===== config.mk =====
export PLATFORM = sky130hd
export DESIGN_NAME = multiplier_booth_ctrl
export DESIGN_NICKNAME = d
export VERILOG_FILES = /design/src/rtl/multiplier_booth_ctrl.sv
export SDC_FILE = /design/constraint.sdc
export NUM_CORES = 1
export LEC_CHECK = 0
export ABC_CLOCK_PERIOD_IN_PS = 7500
export BUFFER_PORTS_ARGS = -buffer_cell sky130_fd_sc_hd__buf_2
export CORE_MARGIN = 1
export CORE_UTILIZATION = 50
export DETAILED_ROUTE_END_ITERATION = 16
export PLACE_DENSITY = 0.7
export SLEW_MARGIN = 40
export SYNTH_ARGS = -nofsm -noshare
export SYNTH_HDL_FRONTEND = slang
export SYNTH_HIERARCHICAL = 1
export SYNTH_SLANG_ARGS = --single-unit
export TNS_END_PERCENT = 1

===== constraint.sdc =====
create_clock -name clock -period 7.5 [get_ports clock]
set_clock_uncertainty 0.2 [all_clocks]
set_input_delay 0.75 -clock clock [delete_from_list [all_inputs] [get_ports clock]]
set_output_delay 0.75 -clock clock [all_outputs]
set_load 0.005 [all_outputs]

===== src/rtl/multiplier_booth_ctrl.sv =====
// Sequential radix-2 Booth multiplier (32x32 signed -> low word + overflow), one iteration per cycle.
// Latency 33 cycles start-to-ready; no backpressure, a new start aborts any multiply in flight.

module multiplier_adder #(
  parameter int WIDTH = 32
) (
  input  logic [WIDTH-1:0] i_a,
  input  logic [WIDTH-1:0] i_b,
  input  logic             i_sel0,   // 1: a+b, 0: a-b
  input  logic             i_sel1,   // 0: pass a through
  output logic [WIDTH-1:0] o_sum,
  output logic             o_cout
);
  logic [WIDTH-1:0] w_b_op;
  logic [WIDTH:0]   w_sum_ext;

  always_comb begin
    w_b_op    = i_sel0 ? i_b : ~i_b;
    w_sum_ext = {1'b0, i_a} + {1'b0, w_b_op} + {{WIDTH{1'b0}}, ~i_sel0};
    if (i_sel1) begin
      o_sum  = w_sum_ext[WIDTH-1:0];
      o_cout = w_sum_ext[WIDTH];
    end else begin
      o_sum  = i_a;
      o_cout = 1'b0;
    end
  end
endmodule

module multiplier_booth_ctrl #(
  parameter int WIDTH = 32,
  parameter int ITER  = 32
) (
  input  logic             clock,
  input  logic             reset_n,
  input  logic             ctrl_MULT,
  input  logic [WIDTH-1:0] data_operandA,
  input  logic [WIDTH-1:0] data_operandB,
  output logic [WIDTH-1:0] data_result,
  output logic             data_exception,
  output logic             data_resultRDY,
  output logic             busy
);
  localparam int CW = $clog2(ITER);

  typedef enum logic [1:0] {S_IDLE, S_RUN, S_DONE} state_t;

  state_t           r_state, w_state_nxt;
  logic [WIDTH-1:0] r_m, r_q, r_result;
  logic [WIDTH:0]   r_acc;
  logic             r_q1, r_exc, r_rdy;
  logic [CW-1:0]    r_cnt;

  logic             w_sel0, w_sel1, w_cout, w_guard;
  logic [WIDTH-1:0] w_sum;
  logic [WIDTH:0]   w_acc_new;

  multiplier_adder #(.WIDTH(WIDTH)) u_adder (
    .i_a    (r_acc[WIDTH-1:0]),
    .i_b    (r_m),
    .i_sel0 (w_sel0),
    .i_sel1 (w_sel1),
    .o_sum  (w_sum),
    .o_cout (w_cout)
  );

  // Guard bit reconstructs the 33rd sum bit so M = most-negative stays exact.
  always_comb begin
    w_sel1    = r_q[0] ^ r_q1;
    w_sel0    = ~r_q[0];
    w_guard   = r_acc[WIDTH] ^ (w_sel0 ? r_m[WIDTH-1] : ~r_m[WIDTH-1]) ^ w_cout;
    w_acc_new = w_sel1 ? {w_guard, w_sum} : r_acc;
  end

  always_comb begin
    w_state_nxt = r_state;
    case (r_state)
      S_IDLE:  if (ctrl_MULT) w_state_nxt = S_RUN;
      S_RUN: begin
        if (ctrl_MULT)                         w_state_nxt = S_RUN;
        else if (r_cnt == CW'(ITER - 1))       w_state_nxt = S_DONE;
      end
      S_DONE:  w_state_nxt = ctrl_MULT ? S_RUN : S_IDLE;
      default: w_state_nxt = S_IDLE;
    endcase
  end

  always_ff @(posedge clock or negedge reset_n) begin
    if (!reset_n) r_state <= S_IDLE;
    else          r_state <= w_state_nxt;
  end

  always_ff @(posedge clock or negedge reset_n) begin
    if (!reset_n) begin
      r_m      <= '0;
      r_acc    <= '0;
      r_q      <= '0;
      r_q1     <= 1'b0;
      r_cnt    <= '0;
      r_result <= '0;
      r_exc    <= 1'b0;
      r_rdy    <= 1'b0;
    end else begin
      r_rdy <= (r_state == S_DONE);
      if (r_state == S_DONE) begin
        r_result <= r_q;
        r_exc    <= (r_acc[WIDTH-1:0] != {WIDTH{r_q[WIDTH-1]}});
      end
      if (ctrl_MULT) begin
        r_m   <= data_operandA;
        r_acc <= '0;
        r_q   <= data_operandB;
        r_q1  <= 1'b0;
        r_cnt <= '0;
      end else if (r_state == S_RUN) begin
        r_acc <= {w_acc_new[WIDTH], w_acc_new[WIDTH:1]};
        r_q   <= {w_acc_new[0], r_q[WIDTH-1:1]};
        r_q1  <= r_q[0];
        r_cnt <= r_cnt + 1'b1;
      end
    end
  end

  assign data_result    = r_result;
  assign data_exception = r_exc;
  assign data_resultRDY = r_rdy;
  assign busy           = (r_state == S_RUN);
endmodule


==> summary.txt <==
Yosys
  – Most common cell in the synthesized netlist: nand2_1
  – Top cells by count, synth: nand2_1 (155), dfrtp_1 (138), mux2i_1 (64)
  – Yosys top cell area share: 0.400
  – Yosys warns: 6
  – Syn Area/Cell: 9.57 um^2
  – Seq cells post-synth: 138
  – Most used flip-flop cell after synthesis: dfrtp_1
  – Count of different cell masters after synthesis: 67
  – Post-synthesis sequential area ratio: 0.400
  – Post-synth EDFFs: 0
  – Cells after Synth: 902
  – Top area cells in the synthesized netlist: dfrtp_1 (40%), mux2_2 (7.4%), mux2i_1 (7.4%)
  – Post-synth net total: 1005
  – Mapped cell area: 0.00863 mm^2
  – Ys async rst share: 1.00
  – Synth area leader: dfrtp_1

Timing
  – Worst slew margin: 0.526
  – Final hold vios: 0
  – Worst hold margin: 0.142 ns
  – Pins Over Slew Limit: 0
  – Max frequency: 227 MHz
  – Setup Total Neg Slack: 0 ns
  – RSZ-0062 raised after global routing: no
  – # setup viols final: 0
  – Worst Max-Slew Pin Slew: 0.711 ns
  – Period utilization: 0.587
  – Period minus WS final: 4.41 ns

Power and ir drop
  – P_leak: 4.74 nW
  – Power density over the cells: 271 mW/mm^2
  – VDD IR-drop max: 0.180 mV

Setup path
  – Crit path largest cell delay: 0.47 ns
  – CP cell instances: inv_1 -> buf_4 -> xnor2_1 -> inv_1 -> fa_1 -> inv_1 -> a21oi_1 -> o21a_2 -> o21a_1 -> o31a_1 -> o31a_1 -> o21ai_0 -> and2_1 -> xnor2_1 -> mux2i_1 -> or3_1 -> a21oi_1
  – CP delay by family, top: compound AO/OA/AOI/OAI gates
  – Slowest cell on crit path: dfrtp_1
  – R2r setup slk: 3.09 ns
  – Critical path class: register to register
  – R2r endpoint: r_acc[31]$_DFFE_PN0P_
  – CP bufs+invs: 4
  – Crit-path max FO: 34
  – Startpoint Class: register
  – Worst r2r src: r_q[0]$_DFFE_PN0P_
  – Critical path capture point type: register
  – Worst path required time: 7.64 ns
  – Crit path top cell by count: inv_1
  – CP Depth: 17
  – Worst EP arrival: 4.55 ns
  – Reg2Reg Depth: 17

Placed design
  – IO buf count: 101
  – GPL Wtd Cong: 0.880
  – HPWL after DPL: 12.6 mm

Clock tree
  – Postcts setup bufs: 0
  – Hold buffer count at cts: 0
  – Inserted Clock Buffers: 17
  – Cts repair resizes: 0
  – Clock Sinks: 138
  – # H-tree levels: 4
  – Worst skew pair latency: 0.43 ns
  – CTS tree: done
  – Max clock buf depth: 2
  – Clk slew on worst S/H paths: 0.06 ns
  – Root Driver: clkbuf_16

Final layout
  – Footprint of the multi-input gates: 0.00479 mm^2
  – Core Util, Final: 0.585
  – Filler Cell Count: 1487
  – # nets final: 1073
  – Antenna diodes: 0
  – Share of layout cells above drive strength 1: 0.224
  – Syn-to-layout area delta: 13.1%
  – FF+latch area: 0.00345 mm^2

Global route
  – All-Layer GR Usage: 0.225
  – Met1 usage: 0.299
  – Pin count of the biggest net entering global routing: 75
  – Vias in the first global route: 6590
  – GR peak layer: met2
  – M2 GR Usage: 0.365
  – M3 GR Usage: 0.0464
  – First-pass GRT wire length: 32.1 mm
  – Total grt overflow: 0
  – Antenna violations before repair: 0

Route
  – Vias per inst: 5.56
  – WL/cell: 15.6 um
  – Detailed Routing Iterations Pass 1: 5
  – Routed wire length: 18.7 mm
  – Post-route ant nets: 0
  – DR iter-0 viols: 397
  – DRC violations left: 0
  – Vias: 6681

Status
  – Status: finished clean

Die
  – Placeable Area: 0.0167 mm^2
  – Row cnt: 47
  – Die X: 133 um
  – Die H: 133 um
  – Die area: 0.0178 mm^2
  – # IOs: 102
  – Starting Density: 0.517

Hold path
  – Min-delay worst type: input port to asynchronous set/reset pin

Job
  – Max Cap Viol: 0
## per-layer routing
metal / wire [um] / share of wire
met3: 758 / 0.040
met1: 8860 / 0.47
met2: 8830 / 0.47
met4: 275 / 0.015
met5: 0 / 0
## worst max-delay path by stage
| stage | from | endpoint | slack [ns] |
|---|---|---|---|
| floorplan | r_q[0]$_DFFE_PN0P_ | r_acc[31]$_DFFE_PN0P_ | 3.54 |
| global placement | r_q[0]$_DFFE_PN0P_ | r_acc[31]$_DFFE_PN0P_ | 3.23 |
| detailed placement | r_q[0]$_DFFE_PN0P_ | r_acc[31]$_DFFE_PN0P_ | 3.14 |
| CTS | r_q[0]$_DFFE_PN0P_ | r_acc[31]$_DFFE_PN0P_ | 3.12 |
| global route | r_q[0]$_DFFE_PN0P_ | r_acc[31]$_DFFE_PN0P_ | 2.85 |
| finish | r_q[0]$_DFFE_PN0P_ | r_acc[31]$_DFFE_PN0P_ | 3.09 |
## cell families after synthesis
kind of cell               after synthesis  share of synthesized area
and+or+nand+nor                        285                      0.144
AOI/OAI and AO/OA                      180                      0.141
adders and majority gates               36                     0.0530
xor gates and xnor gates                64                     0.0658
DFF                                    138                      0.400
buffers and inverters                   78                     0.0471
muxes                                  121                      0.149
## layout by cell type (no fill, tap or decap), types with 3 or more instances in the layout
master     count
buf_4          9
a21oi_1       36
nor2b_1        3
o21a_1         3
ha_1          35
inv_1         15
xnor2_1       51
o21ai_0       48
o211ai_1       4
a211oi_1      33
dfrtp_1      138
nand3_1       13
o21bai_1       6
clkbuf_16     17
nor4_1         5
o31a_1         3
nor3_1         9
or3_1          6
nand4_1       24
xor2_1        12
or4_1          4
a21o_1        20
mux2i_1       64
inv_6          3
mux2_2        57
nor2_1        55
buf_2         99
nand2_1      155
## area by class of cell
cell class | instances | share of cell area
Tap cell | 220 | 0.0282
Clock buffer | 19 | 0.0464
Clock inverter | 12 | 0.0143
Sequential cell | 138 | 0.354
Timing Repair Buffer | 110 | 0.0608
Multi-Input combinational cell | 686 | 0.490
Inverter | 17 | 0.00653
## sequential cells by signal, indices dropped and copies added, names as in the netlist
name            flops
r_cnt               5
data_result        32
r_q                32
data_exception      1
r_acc              32
data_resultRDY      1
r_m                32
r_q1                1
r_state             2
## power by group
group          switching [W]  leakage (nW)  internal (W)
clock               0.000344         0.288      0.000510
combinational       0.000460          2.70      0.000409
sequential         0.0000972          1.75      0.000823
total               0.000901          4.74       0.00174
## stage by stage
stage	instances	worst slack (ns)	instance area [um^2]	power (W)
6_report	1202	3.09	9770	0.00264
5_1_grt	1202	2.85	9770	0.00280
4_1_cts	1202	3.12	9770	0.00266
3_5_place_dp	1171	3.14	9180	0.00179
3_3_place_gp	1170	3.23	9160	0.00178
2_1_floorplan	902	3.54	8630	0.00163
Power figures use the tool's default switching activity.
